`config.mk`:
```
export PLATFORM = sky130hd
export DESIGN_NAME = fringe_seq_gen
export DESIGN_NICKNAME = d
export VERILOG_FILES = /design/src/rtl/fringe_seq_gen.sv
export SDC_FILE = /design/constraint.sdc
export NUM_CORES = 1
export LEC_CHECK = 0
export CAP_MARGIN = 20
export CORE_ASPECT_RATIO = 1.25
export CORE_UTILIZATION = 35
export DETAILED_ROUTE_END_ITERATION = 8
export DONT_BUFFER_PORTS = 1
export GPL_TIMING_DRIVEN = 0
export PLACE_DENSITY = 0.52
export SKIP_LAST_GASP = 1
export SLEW_MARGIN = 10
export SYNTH_ARGS = -nofsm -noshare
export SYNTH_HDL_FRONTEND = slang
export SYNTH_SLANG_ARGS = --single-unit
```
`constraint.sdc`:
```
create_clock -name clk_25 -period 2.3 [get_ports clk_25]
set_input_delay 0.46 -clock clk_25 [delete_from_list [all_inputs] [get_ports clk_25]]
set_output_delay 0.46 -clock clk_25 [all_outputs]
set_load 0.01 [all_outputs]
```
`src/rtl/fringe_seq_gen.sv`:
```
`default_nettype none
// ============================================================================
// Module   : fringe_seq_gen
// Brief    : Structured-light fringe sequencer with camera handshake and
//            per-line phase accumulator. Optional build macro:
//            FRINGE_REF_FRAMES_EN (white/black reference frames before fringes).
// Revision : 1.0 - initial release
// ============================================================================
module fringe_seq_gen #(
    parameter int unsigned     PW            = 32,
    parameter int unsigned     OW            = 10,
    parameter int unsigned     NSTEP         = 8,
    parameter int unsigned     NFREQ         = 4,
    parameter logic [PW-1:0]   PINC0         = 32'h2000_0000,
    parameter int unsigned     SETTLE_FRAMES = 2,
    parameter int unsigned     TRIG_W        = 4
) (
    input  logic                                         clk_25,
    input  logic                                         reset_n,
    input  logic                                         frame_stb,
    input  logic                                         row_stb,
    input  logic                                         line_stb,
    input  logic                                         trig_in,
    input  logic                                         rdy_in,
    output logic                                         cam_trig,
    output logic                                         seq_busy,
    output logic                                         done,
    output logic [$clog2(NSTEP)-1:0]                     shift_idx,
    output logic [((NFREQ > 1) ? $clog2(NFREQ) : 1)-1:0] freq_idx,
    output logic [OW-1:0]                                phase_out,
    output logic [1:0]                                   pix_force
);

    localparam int unsigned c_sw = $clog2(NSTEP);
    localparam int unsigned c_fw = (NFREQ > 1) ? $clog2(NFREQ) : 1;
    localparam int unsigned c_cw = (SETTLE_FRAMES > 1) ? $clog2(SETTLE_FRAMES) : 1;
    localparam int unsigned c_tw = (TRIG_W > 1) ? $clog2(TRIG_W) : 1;

    localparam logic [c_sw-1:0] c_shift_last  = c_sw'(NSTEP - 1);
    localparam logic [c_fw-1:0] c_freq_last   = c_fw'(NFREQ - 1);
    localparam logic [c_cw-1:0] c_settle_last = c_cw'(SETTLE_FRAMES - 1);
    localparam logic [c_tw-1:0] c_tcnt_load   = c_tw'(TRIG_W - 1);

    typedef enum logic [2:0] {
        ST_IDLE      = 3'd0,
        ST_SETTLE    = 3'd1,
        ST_EXPOSE    = 3'd2,
        ST_DONE      = 3'd3
`ifdef FRINGE_REF_FRAMES_EN
        ,
        ST_REF_WHITE = 3'd4,
        ST_REF_BLACK = 3'd5
`endif
    } state_t;

    logic            r_trig_meta_q, r_trig_s_q;
    logic            r_rdy_meta_q,  r_rdy_s_q;

    state_t          r_state_q,  w_state_d;
    logic [c_cw-1:0] r_settle_q, w_settle_d;
    logic [c_sw-1:0] r_shift_q,  w_shift_d;
    logic [c_fw-1:0] r_freq_q,   w_freq_d;
    logic            r_done_q,   w_done_d;
    logic            r_cam_q,    w_cam_d;
    logic [c_tw-1:0] r_tcnt_q,   w_tcnt_d;
    logic            w_fire;
`ifdef FRINGE_REF_FRAMES_EN
    logic [1:0]      r_pix_q,    w_pix_d;
`endif

    logic [PW-1:0]   r_acc_q,    w_acc_d;
    logic [OW-1:0]   r_phase_q,  w_phase_d;
    logic [PW-1:0]   w_pinc;
    logic [PW-1:0]   w_poff;

    // Sequencer next-state; a low synced trigger overrides everything else.
    always_comb begin
        w_state_d  = r_state_q;
        w_settle_d = r_settle_q;
        w_shift_d  = r_shift_q;
        w_freq_d   = r_freq_q;
        w_done_d   = r_done_q;
        w_fire     = 1'b0;
`ifdef FRINGE_REF_FRAMES_EN
        w_pix_d    = r_pix_q;
`endif
        if (!r_trig_s_q) begin
            w_state_d  = ST_IDLE;
            w_settle_d = '0;
            w_shift_d  = '0;
            w_freq_d   = '0;
            w_done_d   = 1'b0;
`ifdef FRINGE_REF_FRAMES_EN
            w_pix_d    = 2'b00;
`endif
        end else if (frame_stb) begin
            case (r_state_q)
                ST_IDLE: begin
                    w_state_d  = ST_SETTLE;
                    w_settle_d = '0;
                end
                ST_SETTLE: begin
                    if (r_rdy_s_q) begin
                        if (r_settle_q == c_settle_last) begin
`ifdef FRINGE_REF_FRAMES_EN
                            w_state_d = ST_REF_WHITE;
                            w_pix_d   = 2'b10;
`else
                            w_state_d = ST_EXPOSE;
                            w_shift_d = '0;
                            w_freq_d  = '0;
`endif
                            w_fire    = 1'b1;
                        end else begin
                            w_settle_d = r_settle_q + 1'b1;
                        end
                    end
                end
`ifdef FRINGE_REF_FRAMES_EN
                ST_REF_WHITE: begin
                    if (r_rdy_s_q) begin
                        w_state_d = ST_REF_BLACK;
                        w_pix_d   = 2'b01;
                        w_fire    = 1'b1;
                    end
                end
                ST_REF_BLACK: begin
                    if (r_rdy_s_q) begin
                        w_state_d = ST_EXPOSE;
                        w_pix_d   = 2'b00;
                        w_shift_d = '0;
                        w_freq_d  = '0;
                        w_fire    = 1'b1;
                    end
                end
`endif
                ST_EXPOSE: begin
                    if (r_rdy_s_q) begin
                        if (r_shift_q == c_shift_last) begin
                            if (r_freq_q == c_freq_last) begin
                                w_state_d = ST_DONE;
                                w_done_d  = 1'b1;
                            end else begin
                                w_shift_d = '0;
                                w_freq_d  = r_freq_q + 1'b1;
                                w_fire    = 1'b1;
                            end
                        end else begin
                            w_shift_d = r_shift_q + 1'b1;
                            w_fire    = 1'b1;
                        end
                    end
                end
                ST_DONE: begin
                    w_state_d = ST_DONE;
                end
                default: begin
                    w_state_d = ST_IDLE;
                end
            endcase
        end
    end

    // Trigger pulse: a qualifying frame arriving mid-pulse is not retriggered.
    always_comb begin
        w_cam_d  = r_cam_q;
        w_tcnt_d = r_tcnt_q;
        if (!r_trig_s_q) begin
            w_cam_d  = 1'b0;
            w_tcnt_d = '0;
        end else if (r_cam_q) begin
            if (r_tcnt_q == '0) begin
                w_cam_d = 1'b0;
            end else begin
                w_tcnt_d = r_tcnt_q - 1'b1;
            end
        end else if (w_fire) begin
            w_cam_d  = 1'b1;
            w_tcnt_d = c_tcnt_load;
        end
    end

    // Phase shift n maps to n/NSTEP of a full turn in the top bits.
    always_comb begin
        w_pinc    = PINC0 >> r_freq_q;
        w_poff    = {r_shift_q, {(PW - c_sw){1'b0}}};
        w_phase_d = r_acc_q[PW-1 -: OW];
        if (row_stb) begin
            w_acc_d = w_poff;
        end else if (line_stb) begin
            w_acc_d = r_acc_q + w_pinc;
        end else begin
            w_acc_d = r_acc_q;
        end
    end

    always_ff @(posedge clk_25 or negedge reset_n) begin
        if (!reset_n) begin
            r_trig_meta_q <= 1'b0;
            r_trig_s_q    <= 1'b0;
            r_rdy_meta_q  <= 1'b0;
            r_rdy_s_q     <= 1'b0;
            r_state_q     <= ST_IDLE;
            r_settle_q    <= '0;
            r_shift_q     <= '0;
            r_freq_q      <= '0;
            r_done_q      <= 1'b0;
            r_cam_q       <= 1'b0;
            r_tcnt_q      <= '0;
`ifdef FRINGE_REF_FRAMES_EN
            r_pix_q       <= 2'b00;
`endif
            r_acc_q       <= '0;
            r_phase_q     <= '0;
        end else begin
            r_trig_meta_q <= trig_in;
            r_trig_s_q    <= r_trig_meta_q;
            r_rdy_meta_q  <= rdy_in;
            r_rdy_s_q     <= r_rdy_meta_q;
            r_state_q     <= w_state_d;
            r_settle_q    <= w_settle_d;
            r_shift_q     <= w_shift_d;
            r_freq_q      <= w_freq_d;
            r_done_q      <= w_done_d;
            r_cam_q       <= w_cam_d;
            r_tcnt_q      <= w_tcnt_d;
`ifdef FRINGE_REF_FRAMES_EN
            r_pix_q       <= w_pix_d;
`endif
            r_acc_q       <= w_acc_d;
            r_phase_q     <= w_phase_d;
        end
    end

    assign cam_trig  = r_cam_q;
    assign seq_busy  = (r_state_q == ST_IDLE) ? r_trig_s_q : 1'b1;
    assign done      = r_done_q;
    assign shift_idx = r_shift_q;
    assign freq_idx  = r_freq_q;
    assign phase_out = r_phase_q;
`ifdef FRINGE_REF_FRAMES_EN
    assign pix_force = r_pix_q;
`else
    assign pix_force = 2'b00;
`endif

endmodule
`default_nettype wire
```
### Word level (Yosys, flattened, before mapping)

Cells that the tools add are included.

* output and inout bits: 20
* register bits: 59
* logic and storage cells: 103
* input port bits: 7

* multiplexer cells: 54
* equality and inequality tests: 21
* reduce and logical (&&, ||, !) cells: 9
* shift operators: 1
* add/subtract/negate cells: 5

Operators with widths (number)
* $mux W32: 2
* $mux W3: 14
* $add A32 B32 Y32: 1
* $shr A30 B2 Y32 const A: 1
* $mux W1: 22
* $mux W2: 11
* $ne A3 B3 Y1 const B: 7
* $pmux W3 S4: 1
* $reduce_and A6 Y1: 2
* $ne A3 B1 Y1 const B: 3
* $ne A2 B1 Y1 const B: 4
* $reduce_and A7 Y1: 1
* $eq A3 B2 Y1 const B: 2
* $pmux W3 S2: 1
* $reduce_and A5 Y1: 1
* $ne A4 B4 Y1 const B: 1
* $pmux W1 S2: 2
* $pmux W2 S2: 1
* $add A3 B1 Y3 const B: 1
* $eq A3 B1 Y1 const B: 1
* $eq A3 B3 Y1 const B: 1
* $logic_not A3 Y1: 1
* $reduce_and A3 Y1: 1
* $add A2 B1 Y2 const B: 1
* 7 further kinds: 7

### Depth between registers and ports, before layout

* depth in word-level cells: 10
* mapped depth: 7
* gate-level depth less buffers: 7

### Worst setup path before layout

No wires, ideal clock.

* kind: reg-to-reg
* start: reg r_freq_q[0], in the netlist freq_idx[0]
* end: reg r_acc_q[30]
* library setup time: 0.087 ns
* clock period less this slack: 2.051 ns
* slack: 0.249 ns
* required time: 2.213 ns
* data arrival time: 1.964 ns
* buffers on the path: 0
* cell stages (with the launch flop): 8
* cells stage by stage: dfrtp_1 > ha_1 > ha_1 > inv_1 > fa_1 > nand2b_1 > a2111o_1 > o211ai_1

* longest elaborated chain between the ends: 4

RTL lines
* from (decl): RTL line 62 `logic [c_fw-1:0] r_freq_q, w_freq_d;`
* from (signal assigned): RTL line 223 `r_freq_q <= w_freq_d;`
* $shr A30 B2 Y32: RTL line 185 `w_pinc = PINC0 >> r_freq_q;`
* $add A32 B32 Y32: RTL line 191 `w_acc_d = r_acc_q + w_pinc;`
* $mux W32: RTL line 190 `end else if (line_stb) begin`
* $mux W32: RTL line 188 `if (row_stb) begin`
* to (signal assigned): RTL line 230 `r_acc_q <= w_acc_d;`
* to (decl): RTL line 71 `logic [PW-1:0] r_acc_q, w_acc_d;`

Every way passes these cells. The select of a mux whose other input is x is not followed.
A chain may end at the register's enable or synchronous reset.

### Worst setup path after layout

* start: reg r_freq_q[1], in the netlist freq_idx[1]
* end: reg r_acc_q[30]

Same word-level chain as after synthesis.

==> metrics.md <==
| Metric | Value |
|---|---|
| Status | finished, final reports clean |
| Startpoint Class | register |
| CTS Buffer Depth | 2 |
| IO Port Bufs | 0 |
| Post-layout power | 0.973 mW |
| Overall Global Routing Usage | 14.6% |
| Final hold violations | 0 |
| Cts bufs inserted | 3 |
| Ys flop type | dfrtp_1 |
| Leak pwr | 0.786 nW |
| Final period util | 94.3% |
| Post-DP HPWL | 2240 um |
| Pin count of the biggest net entering global routing | 29 |
| Max-slew violations | 0 |
| RSZ-0062 raised after global routing | false |
| Mapped Cells | 152 |
| Worst EP required | 2.49 ns |
| Grt ovf | 0 |
| Final wirelength | 3050 um |
| Commonest cells in the synthesized netlist | dfrtp_1 (28), ha_1 (15), inv_1 (11), nand2_1 (11), nor2_1 (11) |
| Clock root cell | clkbuf_8 |
| Worst Hold Class | in -> reg |
| Seq cells post-synth | 28 |
| R2R setup slack | 0.13 ns |
| Pre-CTS setup slack | -0.0397 ns |
| NumNets Final | 187 |
| Final min period | 2.17 ns |
| Core area | 4200 sq um |
| Post-route ant nets | 0 |
| Cell Pwr Density | 555 nW/um^2 |
| # IOs | 27 |
| Most frequent cell after synthesis | dfrtp_1 |
| Residual DRC | 0 |
| Clock Sink Count | 28 |
| Area leader, netlist | dfrtp_1 |
| Clock-pin transition on the worst setup and hold timing paths | 0.10 ns |
| Worst clock skew | 0.00772 ns |
| Asr flop ratio synth | 100% |
| Via-to-Cell Ratio | 5.17 |
| Layout filler cell count | 414 |
| Crit end category | register |
| Yosys Warn Count | 0 |
| Synth top area share | 44.7% |
| Drt initial violations | 58 |
| Setup violators final | 0 |
| Post-CTS setup buffers | 0 |
| Die area | 4750 sq um |
| Htree depth | 1 |
| Number of enable flip-flop cells after synthesis | 0 |
| Initial antenna violation count | 0 |
| Starting Density | 37.3% |
| Share of cells above drive strength 1 | 11.0% |
| Sequential fraction of the synthesis area | 44.7% |
| Setup CP Type | reg -> reg |
| Critical-path maximum fanout | 8 |
| Die width | 61.8 um |
| Area grow syn2layout | 12.0% |
| Mapped Area | 1570 sq um |
| # diodes | 0 |
| 1st-pass router iterations | 4 |
| Netlist cell types | 42 |
| Placer congestion estimate | 0.826 |
| Via count | 1,133 |
| Worst setup margin | 0.132 ns |
| Vias in the first global route | 1,175 |
| Maximum clock rate | 461 MHz |
| Die height | 76.8 um |
| CTS tree | done |
| First-pass GRT wire length | 5280 um |
| Max cap viols | 0 |
| Worst Path Arrival | 2.36 ns |
| Ranking of synthesized cells by area | dfrtp_1 (45%), ha_1 (12%), mux2i_1 (3.2%), buf_4 (2.9%), nand2b_1 (2.8%) |
| Peak supply drop | 0.000285 V |
| Clk_lat worst skew | 0.27 ns |
| Row Count | 26 |
| Post-Syn Area per Cell | 10.3 sq um |
| Drt wl/cell | 13.9 um |
through the flow:
stage	setup TNS [ns]	area [sq um]	utilization (%)	hold slack, ns	std cells
3_5_place_dp	-0.0397	1660	39.4	0.165	213
6_report	0	1750	41.8	0.204	219
5_1_grt	0	1750	41.8	0.183	219
3_3_place_gp	-0.0187	1660	39.4	0.165	213
4_1_cts	0	1740	41.5	0.195	219
2_1_floorplan	0	1590	-	0.164	157
final timing paths:
kind | from | end | depth (start not counted)
worst max register to register | freq_idx[1] | r_acc_q[30] | 7
max in group asynchronous | reset_n | freq_idx[0] | 2
worst max-delay path | freq_idx[1] | r_acc_q[30] | 7
worst min-delay path | rdy_in | r_rdy_meta_q | 0
worst min register to register | r_trig_meta_q | r_trig_s_q | 0
min in group asynchronous | reset_n | phase_out[6] | 2
power by group:
| part | internal [mW] | leakage (nW) | switching [mW] | total (mW) |
|---|---|---|---|---|
| Clock | 0.153 | 0.0288 | 0.150 | 0.303 |
| Sequential | 0.514 | 0.374 | 0.0224 | 0.537 |
| Combinational | 0.0564 | 0.383 | 0.0776 | 0.134 |
| Total | 0.724 | 0.786 | 0.250 | 0.973 |
registers in the layout, indices dropped and copies added, names as in the netlist:
name	cells
r_acc_q	6
r_rdy_s_q	1
cam_trig	1
r_settle_q	1
r_trig_s_q	1
r_tcnt_q	2
r_rdy_meta_q	1
done	1
shift_idx	3
freq_idx	2
phase_out	6
r_state_q	2
r_trig_meta_q	1
worst max-delay path, cell delays in order (launching register included):
cell and delay, ns:
dfrtp_1 0.52, ha_4 0.24, ha_1 0.21, inv_1 0.06
fa_1 0.40, nand2b_1 0.19, a2111o_1 0.36, o211ai_1 0.09
layout by cell type (no fill, tap or decap), types with 3 or more instances in the layout:
| master | instances |
|---|---|
| dfrtp_1 | 27 |
| ha_1 | 14 |
| nor2_1 | 11 |
| mux2i_1 | 5 |
| a211oi_1 | 3 |
| buf_4 | 6 |
| inv_1 | 11 |
| o211ai_1 | 5 |
| nand2_1 | 11 |
| nand4_1 | 3 |
| nand2b_1 | 7 |
| clkbuf_8 | 4 |
| nand3_1 | 4 |
| conb_1 | 6 |
| o21ai_0 | 4 |
routing by layer:
layer,GRT usage [%],routed length (um)
met4,5.11,40
met5,0,0
met1,16.9,1300
met3,2.87,96
met2,25.7,1610
logic make-up (layout without fill, tap and decap cells):
| kind of cell | count (synthesis) | in the layout | share of synthesized area, % |
|---|---|---|---|
| compound gates | 31 | 31 | 15.0 |
| xor+xnor | 1 | 1 | 0.559 |
| fa+ha+maj | 16 | 16 | 13.3 |
| buf+inv | 21 | 27 | 6.63 |
| flops | 28 | 28 | 44.7 |
| mux | 5 | 5 | 3.20 |
| other cells | 1 | 6 | 0.239 |
| simple gates | 49 | 49 | 16.4 |
cell type report:
cell class	instances	area, sq um	share of cell area [%]
Buffer	10	62.6	3.57
Inverter	11	41.3	2.35
Tap cell	56	70.1	3.99
Timing Repair Buffer	2	30.0	1.71
Sequential cell	28	702	40.0
Multi-Input combinational cell	108	793	45.2
Clock buffer	4	55.1	3.14
what timing repair did:
item,CTS,global route
hold buffers,2,0
setup endpoints to repair,1,1
resized for setup,1,2
hold endpoints to repair,28,0
(Power assumes the default switching activity.)
